===== config.mk =====
export PLATFORM = sky130hd
export DESIGN_NAME = conexao_sensor_multicanal
export DESIGN_NICKNAME = d
export VERILOG_FILES = /design/src/rtl/conexao_sensor_multicanal.sv
export SDC_FILE = /design/constraint.sdc
export NUM_CORES = 1
export LEC_CHECK = 0
export ABC_AREA = 1
export BUFFER_PORTS_ARGS = -buffer_cell sky130_fd_sc_hd__buf_2
export CORE_MARGIN = 1.5
export CORE_UTILIZATION = 45
export CTS_BUF_LIST = sky130_fd_sc_hd__clkbuf_8
export CTS_CLUSTER_SIZE = 14
export DETAILED_ROUTE_END_ITERATION = 8
export PLACE_DENSITY = 0.71
export SLEW_MARGIN = 5
export SYNTH_ARGS = -nofsm -noshare
export SYNTH_HDL_FRONTEND = slang
export SYNTH_SLANG_ARGS = --single-unit

===== constraint.sdc =====
create_clock -name clock -period 11.3 [get_ports clock]
set_input_delay 1.13 -clock clock [delete_from_list [all_inputs] [get_ports clock]]
set_output_delay 1.13 -clock clock [all_outputs]
set_load 0.005 [all_outputs]

===== src/rtl/conexao_sensor_multicanal.sv =====
// Multi-channel sensor request handler: decodes (command, address) requests, runs one
// checked read per request with timeout, and drives periodic reads in continuous mode.
module conexao_sensor_multicanal #(
    parameter int NUM_SENSORES    = 4,
    parameter int PERIODO_LOOP    = 125000000,
    parameter int TIMEOUT_LEITURA = 5000000,
    parameter int LARGURA_CONT    = 27
) (
    input  logic                         clock,
    input  logic                         reset_n,
    input  logic                         enable,
    input  logic [7:0]                   request_command,
    input  logic [7:0]                   request_address,
    input  logic [40*NUM_SENSORES-1:0]   sensor_data,
    input  logic [NUM_SENSORES-1:0]      sensor_error,
    input  logic [NUM_SENSORES-1:0]      sensor_done,
    output logic [NUM_SENSORES-1:0]      sensor_enable,
    output logic                         dadosPodemSerEnviados,
    output logic [7:0]                   response_command,
    output logic [7:0]                   response_value
);

    localparam int LARG_CH = (NUM_SENSORES > 1) ? $clog2(NUM_SENSORES) : 1;
    localparam logic [LARGURA_CONT-1:0] LIM_PERIODO = LARGURA_CONT'(PERIODO_LOOP - 1);
    localparam logic [LARGURA_CONT-1:0] LIM_TIMEOUT = LARGURA_CONT'(TIMEOUT_LEITURA - 1);
    localparam logic [LARGURA_CONT-1:0] UM_CONT     = LARGURA_CONT'(1);
    localparam logic [NUM_SENSORES-1:0] UM_CH       = NUM_SENSORES'(1);
    localparam logic [7:0]              NUM_CH      = 8'(NUM_SENSORES);

    localparam logic [7:0] CMD_STATUS    = 8'hAC;
    localparam logic [7:0] CMD_TEMP      = 8'h01;
    localparam logic [7:0] CMD_UMID      = 8'h02;
    localparam logic [7:0] CMD_LOOP_TEMP = 8'h03;
    localparam logic [7:0] CMD_LOOP_UMID = 8'h04;
    localparam logic [7:0] CMD_PARA_TEMP = 8'h05;
    localparam logic [7:0] CMD_PARA_UMID = 8'h06;
    localparam logic [7:0] RSP_ERRO      = 8'h1F;

    typedef enum logic [2:0] {
        ESPERA,
        LEITURA,
        ENVIO,
        LOOP_ESPERA,
        LOOP_LEITURA
    } estado_t;

    estado_t                    state_q, state_d;
    logic [7:0]                 cmd_q, cmd_d;
    logic [LARG_CH-1:0]         ch_q, ch_d;
    logic                       loop_ativo_q, loop_ativo_d;
    logic [7:0]                 loop_cmd_q, loop_cmd_d;
    logic [LARG_CH-1:0]         loop_ch_q, loop_ch_d;
    logic [LARGURA_CONT-1:0]    cont_q, cont_d;
    logic                       manter_cont_q, manter_cont_d;
    logic [7:0]                 resp_cmd_q, resp_cmd_d;
    logic [7:0]                 resp_val_q, resp_val_d;
    logic [NUM_SENSORES-1:0]    sensor_enable_q, sensor_enable_d;
    logic                       valid_q, valid_d;
    logic [7:0]                 response_command_q, response_command_d;
    logic [7:0]                 response_value_q, response_value_d;

    logic [LARG_CH-1:0]         sel_ch_s;
    logic [7:0]                 sel_cmd_s;
    logic [39:0]                frame_s;
    logic                       done_s;
    logic                       erro_s;
    logic [15:0]                resultado_s;

    function automatic logic checksum_ok(input logic [39:0] q);
        logic [7:0] soma;
        soma = q[39:32] + q[31:24] + q[23:16] + q[15:8];
        return (q[7:0] == soma);
    endfunction

    function automatic logic [15:0] resultado_leitura(input logic [7:0] cmd,
                                                      input logic [39:0] q,
                                                      input logic erro);
        logic [15:0] r;
        r = {RSP_ERRO, RSP_ERRO};
        if (!erro && checksum_ok(q)) begin
            case (cmd)
                CMD_STATUS:    r = {8'h07, 8'h07};
                CMD_TEMP:      r = {8'h09, q[23:16]};
                CMD_UMID:      r = {8'h08, q[39:32]};
                CMD_LOOP_TEMP: r = {8'h0D, q[23:16]};
                CMD_LOOP_UMID: r = {8'h0E, q[39:32]};
                default:       r = {RSP_ERRO, RSP_ERRO};
            endcase
        end else begin
            r = {RSP_ERRO, RSP_ERRO};
        end
        return r;
    endfunction

    // Select the frame and flags of the channel currently being read
    always_comb begin
        sel_ch_s  = (state_q == LOOP_LEITURA) ? loop_ch_q  : ch_q;
        sel_cmd_s = (state_q == LOOP_LEITURA) ? loop_cmd_q : cmd_q;
        frame_s   = 40'd0;
        done_s    = 1'b0;
        erro_s    = 1'b0;
        for (int k = 0; k < NUM_SENSORES; k++) begin
            frame_s = frame_s | ((sel_ch_s == LARG_CH'(k)) ? sensor_data[k*40 +: 40] : 40'd0);
            done_s  = done_s  | ((sel_ch_s == LARG_CH'(k)) ? sensor_done[k]  : 1'b0);
            erro_s  = erro_s  | ((sel_ch_s == LARG_CH'(k)) ? sensor_error[k] : 1'b0);
        end
        resultado_s = resultado_leitura(sel_cmd_s, frame_s, erro_s);
    end

    // Next-state and output decisions
    always_comb begin
        state_d            = state_q;
        cmd_d              = cmd_q;
        ch_d               = ch_q;
        loop_ativo_d       = loop_ativo_q;
        loop_cmd_d         = loop_cmd_q;
        loop_ch_d          = loop_ch_q;
        cont_d             = cont_q;
        manter_cont_d      = manter_cont_q;
        resp_cmd_d         = resp_cmd_q;
        resp_val_d         = resp_val_q;
        sensor_enable_d    = sensor_enable_q;
        valid_d            = 1'b0;
        response_command_d = response_command_q;
        response_value_d   = response_value_q;

        case (state_q)
            ESPERA: begin
                if (enable) begin
                    cmd_d         = request_command;
                    ch_d          = request_address[LARG_CH-1:0];
                    manter_cont_d = 1'b0;
                    if (request_address >= NUM_CH) begin
                        {resp_cmd_d, resp_val_d} = {8'hEA, 8'hEA};
                        state_d = ENVIO;
                    end else if (request_command == CMD_PARA_TEMP || request_command == CMD_PARA_UMID) begin
                        {resp_cmd_d, resp_val_d} = {8'hAA, 8'hAA};
                        state_d = ENVIO;
                    end else if (request_command == CMD_LOOP_TEMP || request_command == CMD_LOOP_UMID) begin
                        loop_ativo_d = 1'b1;
                        loop_cmd_d   = request_command;
                        loop_ch_d    = request_address[LARG_CH-1:0];
                        cont_d       = '0;
                        state_d      = LOOP_ESPERA;
                    end else if (request_command == CMD_STATUS || request_command == CMD_TEMP ||
                                 request_command == CMD_UMID) begin
                        sensor_enable_d = UM_CH << request_address[LARG_CH-1:0];
                        cont_d          = '0;
                        state_d         = LEITURA;
                    end else begin
                        {resp_cmd_d, resp_val_d} = {8'h45, 8'h45};
                        state_d = ENVIO;
                    end
                end else begin
                    state_d = ESPERA;
                end
            end

            // Done is checked before timeout so a simultaneous done wins
            LEITURA, LOOP_LEITURA: begin
                if (done_s) begin
                    {resp_cmd_d, resp_val_d} = resultado_s;
                    sensor_enable_d = '0;
                    manter_cont_d   = 1'b0;
                    state_d         = ENVIO;
                end else if (cont_q >= LIM_TIMEOUT) begin
                    {resp_cmd_d, resp_val_d} = {RSP_ERRO, RSP_ERRO};
                    sensor_enable_d = '0;
                    manter_cont_d   = 1'b0;
                    state_d         = ENVIO;
                end else begin
                    cont_d = cont_q + UM_CONT;
                end
            end

            ENVIO: begin
                response_command_d = resp_cmd_q;
                response_value_d   = resp_val_q;
                valid_d            = 1'b1;
                cont_d             = manter_cont_q ? (cont_q + UM_CONT) : '0;
                state_d            = loop_ativo_q ? LOOP_ESPERA : ESPERA;
            end

            // A rejected request keeps the period running through its own response
            LOOP_ESPERA: begin
                if (enable) begin
                    if (request_command == CMD_PARA_TEMP && loop_cmd_q == CMD_LOOP_TEMP) begin
                        {resp_cmd_d, resp_val_d} = {8'h0A, 8'h0A};
                        loop_ativo_d  = 1'b0;
                        manter_cont_d = 1'b0;
                    end else if (request_command == CMD_PARA_UMID && loop_cmd_q == CMD_LOOP_UMID) begin
                        {resp_cmd_d, resp_val_d} = {8'h0B, 8'h0B};
                        loop_ativo_d  = 1'b0;
                        manter_cont_d = 1'b0;
                    end else begin
                        {resp_cmd_d, resp_val_d} = {8'hFF, 8'hFF};
                        manter_cont_d = 1'b1;
                    end
                    cont_d  = cont_q + UM_CONT;
                    state_d = ENVIO;
                end else if (cont_q >= LIM_PERIODO) begin
                    sensor_enable_d = UM_CH << loop_ch_q;
                    cont_d          = '0;
                    state_d         = LOOP_LEITURA;
                end else begin
                    cont_d = cont_q + UM_CONT;
                end
            end

            default: begin
                sensor_enable_d = '0;
                loop_ativo_d    = 1'b0;
                cont_d          = '0;
                state_d         = ESPERA;
            end
        endcase
    end

    // State and output registers with synchronous active-low reset
    always_ff @(posedge clock) begin
        if (!reset_n) begin
            state_q            <= ESPERA;
            cmd_q              <= 8'h00;
            ch_q               <= '0;
            loop_ativo_q       <= 1'b0;
            loop_cmd_q         <= 8'h00;
            loop_ch_q          <= '0;
            cont_q             <= '0;
            manter_cont_q      <= 1'b0;
            resp_cmd_q         <= 8'h00;
            resp_val_q         <= 8'h00;
            sensor_enable_q    <= '0;
            valid_q            <= 1'b0;
            response_command_q <= 8'h00;
            response_value_q   <= 8'h00;
        end else begin
            state_q            <= state_d;
            cmd_q              <= cmd_d;
            ch_q               <= ch_d;
            loop_ativo_q       <= loop_ativo_d;
            loop_cmd_q         <= loop_cmd_d;
            loop_ch_q          <= loop_ch_d;
            cont_q             <= cont_d;
            manter_cont_q      <= manter_cont_d;
            resp_cmd_q         <= resp_cmd_d;
            resp_val_q         <= resp_val_d;
            sensor_enable_q    <= sensor_enable_d;
            valid_q            <= valid_d;
            response_command_q <= response_command_d;
            response_value_q   <= response_value_d;
        end
    end

    assign sensor_enable         = sensor_enable_q;
    assign dadosPodemSerEnviados = valid_q;
    assign response_command      = response_command_q;
    assign response_value        = response_value_q;

endmodule


==> parameters.txt <==
Parameter                              Value

Outcome
  Run status ... complete, no violations

Critical path
  Nature of the critical path endpoint ... flop
  Sort of element at the start of the critical path ... flop
  Crit-path max cell delay ... around 0.67 ns
  Reg-to-reg critical path startpoint ... state_q[2]
  Start point of the critical path ... state_q[2]
  Slowest library cell on the worst path ... sky130_fd_sc_hd__nor2_4
  Largest fanout on the critical path ... 34
  Critical path's top delay family ... simple AND/OR/NAND/NOR gates
  Data arrival, critical path ... around 5.7 ns
  Count of buffer and inverter cells on the critical path ... 3
  Worst path most repeated cell ... sky130_fd_sc_hd__nand2_1
  Worst Setup Path Type ... reg2reg
  CP Data Required Time ... between 10 and 15 ns

Synthesis
  Warnings from Yosys ... 0
  Post-synthesis area per instance ... 6.47 µm²
  Number of distinct library cell variants in the gate-level netlist after synthesis ... 56
  Number of cells produced by synthesis ... roughly 1100
  Most used DFF post-synth ... sky130_fd_sc_hd__dfxtp_1
  Count of flip-flops with a built-in enable after synthesis ... 0
  Cell types with the highest counts after synthesis ... sky130_fd_sc_hd__nand2_1 (234), sky130_fd_sc_hd__inv_1 (132), sky130_fd_sc_hd__nor2_1 (123)
  Post-Syn Nets ... about 1300
  Register bit count reported by yosys ... between 80 and 90
  Fraction of synthesized cell area taken by the top area cell type ... roughly a quarter
  Post-synthesis async set-or-reset flop share ... 0%
  Biggest area contributors in the synthesized netlist ... sky130_fd_sc_hd__dfxtp_1 (25%), sky130_fd_sc_hd__nand2_1 (13%), sky130_fd_sc_hd__inv_1 (7.2%), sky130_fd_sc_hd__nor2_1 (6.7%), sky130_fd_sc_hd__a21oi_1 (4.9%)
  Most used standard cell by instance count after synthesis ... sky130_fd_sc_hd__nand2_1
  Sequential share of the synthesized area ... around 25%
  Netlist area before placement ... roughly 6900 µm²
  Leading area contributor after synthesis ... sky130_fd_sc_hd__dfxtp_1

Clock tree
  Worst-Skew Late Latency ... approximately 0.37 ns
  Clock-pin slew of the registers on the worst-case setup and hold paths ... 0.09 ns
  Total clock buffers created by CTS ... 9
  Clock sink count ... 87
  Post-CTS Hold Fix Bufs ... 0
  Post-CTS setup buffer count ... 0
  Number of buffers between clock root and the deepest sink ... 2
  Level count of the clock H-tree ... 3
  Clock tree from TritonCTS ... built
  Post-cts sizing count ... 0
  Clock root buffer ... sky130_fd_sc_hd__clkbuf_8

Power and ir drop
  Cell leakage power ... roughly 3.8 nW
  Comb power frac ... about half
  Net switching fraction of the power ... between 40% and 50%
  Part of the total power dissipated in the clock network ... 20.7%
  Sw power ... between 0.0004 and 0.0005 W
  Max VDD drop ... 0.0000742 V
  Design internal power ... ~0.00061 W
  Pwr dens ... 129 nW/µm²
  Sequential power share ... 31.2%

Timing
  Setup WS post-layout ... about 6 ns
  Transition time at the pin with the least slew margin ... around 0.9 ns
  Achievable Freq ... between 150 and 200 MHz
  Final period demand of the worst path ... between 5 and 6 ns
  Slew Viols, Final ... 0
  Final worst clock skew ... around 0.016 ns
  Tcrit/Tclk final ... roughly half
  Finish-stage setup viols ... 0
  Worst slew margin relative to its limit ... roughly 40%
  Fin Hold WS ... 0.457 ns
  Number of failing hold endpoints at the final stage ... 0
  Total negative slack for setup checks ... 0 ns
  Setup repair after global routing missed its margin ... no

Routing
  Via density ... approximately 5.4
  Total number of vias ... about 8000
  Average wire length per cell after detail routing ... ~15 µm
  Post-DRT Antenna Nets ... 0
  Post-route DRC violation count ... 0
  Detailed-router iteration count before antenna repair ... 5
  Iteration-0 DRC Markers ... about 520
  Total wire length ... 21.5 mm

Global route
  Total overflow reported by the global router ... 0
  Global-route wire length before repair ... 34.9 mm
  Via count of the first global-routing pass ... 7297
  Maximum number of pins on one net before global-route repair ... 46
  GR Util met3 ... roughly 3.2%
  Number of antenna violations at the first check in global routing ... 1
  M2 GR Usage ... approximately 48%
  All-Layer GR Usage ... a little over a quarter
  Global routing usage on met1 ... about 33%
  Most Crowded Layer GR ... met2

Cells and area
  Layout-stage area growth over the synthesis result ... 17.9%
  Fraction of final layout cells with drive strength greater than 1 ... about 22%
  Nets@finish ... between 1000 and 1500

Floorplanning
  Core Region ... about 15000 µm²
  Floorplan die area ... 16100 µm²
  Initial core utilization ... roughly 46%
  Top-level port count ... around 210
  Number of rows in the core area ... between 40 and 50
  Die Y ... approximately 130 µm
  Die extent in x ... around 130 µm

Placement
  Count of port buffers added during placement ... slightly above 200
  Dpl hpwl ... ~17 mm
  Dpl ws ... between 5 and 6 ns
  Global placer's final weighted congestion ... 0.938

Min path
  Type of the most critical hold path ... reg2reg
  Hold path start ... cmd_q[0]

Run
  Max-capacitance violation count ... 0
==> final cells by class <==
| type | count | area [µm²] |
|---|---|---|
| Clock buffer | 9 | 124 |
| Clock inverter | 7 | 67.6 |
| Multi-Input combinational cell | 796 | 4400 |
| Sequential cell | 87 | 1740 |
| Tap cell | 188 | 235 |
| Fill cell | 1612 | 6930 |
| Inverter | 141 | 529 |
| Timing Repair Buffer | 210 | 1060 |
| Antenna cell | 2 | 5.00 |
==> worst min-delay path: cells and delay by family, from the launching register on <==
kind	cells	cell delay, ns
buf+inv	1	0.06
flops	1	0.31
compound gates	1	0.05
==> placed cells by master, fill, tap and decap left out, types with 4 or more instances in the layout <==
cell,synthesis,layout
sky130_fd_sc_hd__nand2_1,234,234
sky130_fd_sc_hd__buf_2,13,207
sky130_fd_sc_hd__inv_1,132,132
sky130_fd_sc_hd__nor2_1,123,123
sky130_fd_sc_hd__dfxtp_1,87,87
sky130_fd_sc_hd__nand3_1,68,68
sky130_fd_sc_hd__a21oi_1,68,68
sky130_fd_sc_hd__o21ai_0,57,57
sky130_fd_sc_hd__nor3_1,37,36
sky130_fd_sc_hd__a221oi_1,23,23
sky130_fd_sc_hd__nand4_1,21,21
sky130_fd_sc_hd__a22o_1,20,20
sky130_fd_sc_hd__fa_1,14,14
sky130_fd_sc_hd__o21ai_1,14,13
sky130_fd_sc_hd__xor2_1,11,11
sky130_fd_sc_hd__nor3_2,9,10
sky130_fd_sc_hd__nor4_1,10,10
sky130_fd_sc_hd__clkbuf_8,0,9
sky130_fd_sc_hd__ha_1,8,8
sky130_fd_sc_hd__nor2_4,6,6
sky130_fd_sc_hd__nand2_2,6,6
sky130_fd_sc_hd__nor2_2,6,6
sky130_fd_sc_hd__a211oi_1,6,6
sky130_fd_sc_hd__o2111ai_1,6,6
sky130_fd_sc_hd__inv_2,6,6
sky130_fd_sc_hd__o211ai_1,6,6
sky130_fd_sc_hd__nand2_4,5,5
sky130_fd_sc_hd__o22ai_1,5,5
sky130_fd_sc_hd__nand3_2,4,4
sky130_fd_sc_hd__a31oi_1,4,4
==> cell families after synthesis <==
group | after synthesis | share of synthesized area [%]
adders and majority gates | 22 | 5.50
AOI/OAI and AO/OA | 221 | 20.0
DFF | 87 | 25.2
and+or+nand+nor | 539 | 36.1
xor gates and xnor gates | 14 | 1.77
buffers and inverters | 186 | 11.4
==> state kept, by name (all words and copies together), names as in the netlist <==
| name | flops |
|---|---|
| ch_q | 2 |
| cmd_q | 8 |
| cont_q | 27 |
| dadosPodemSerEnviados | 1 |
| loop_ativo_q | 1 |
| loop_ch_q | 2 |
| loop_cmd_q | 8 |
| manter_cont_q | 1 |
| resp_cmd_q | 7 |
| resp_val_q | 8 |
| response_command | 7 |
| response_value | 8 |
| sensor_enable | 4 |
| state_q | 3 |
==> power by group through the flow <==
stage	logic, W	clock network [W]	registers, W
after detailed placement	0.000503	0	0.000335
after floorplan	0.000382	0	0.000333
after global placement	0.000500	0	0.000335
after global routing	0.000575	0.000234	0.000329
final	0.000506	0.000217	0.000328
after CTS	0.000506	0.000221	0.000328
==> routing by layer <==
layer,share of wire [%],wire [µm],vias to the layer above
li1,-,-,3934
met1,42,9050,3540
met2,50,10700,298
met3,5.8,1250,39
met4,2.5,533,0
met5,0,0,-
==> final timing paths <==
| path | depth (start not counted) | endpoint | slack [ns] |
|---|---|---|---|
| min reg2reg | 2 | cmd_q[0] | 0.46 |
| max | 25 | resp_val_q[1] | 5.88 |
| min | 2 | cmd_q[0] | 0.46 |
| max reg2reg | 25 | resp_val_q[1] | 5.88 |
==> stage by stage <==
stage	total power, W	utilization, %	cell area (µm²)	cells
2_1_floorplan	0.000715	-	6920	1069
3_3_place_gp	0.000835	52.8	7960	1422
3_5_place_dp	0.000839	52.8	7960	1422
4_1_cts	0.00106	54.0	8150	1438
5_1_grt	0.00114	54.0	8160	1439
6_report	0.00105	54.1	8160	1440
No activity file was read; power rests on OpenSTA's default activity.
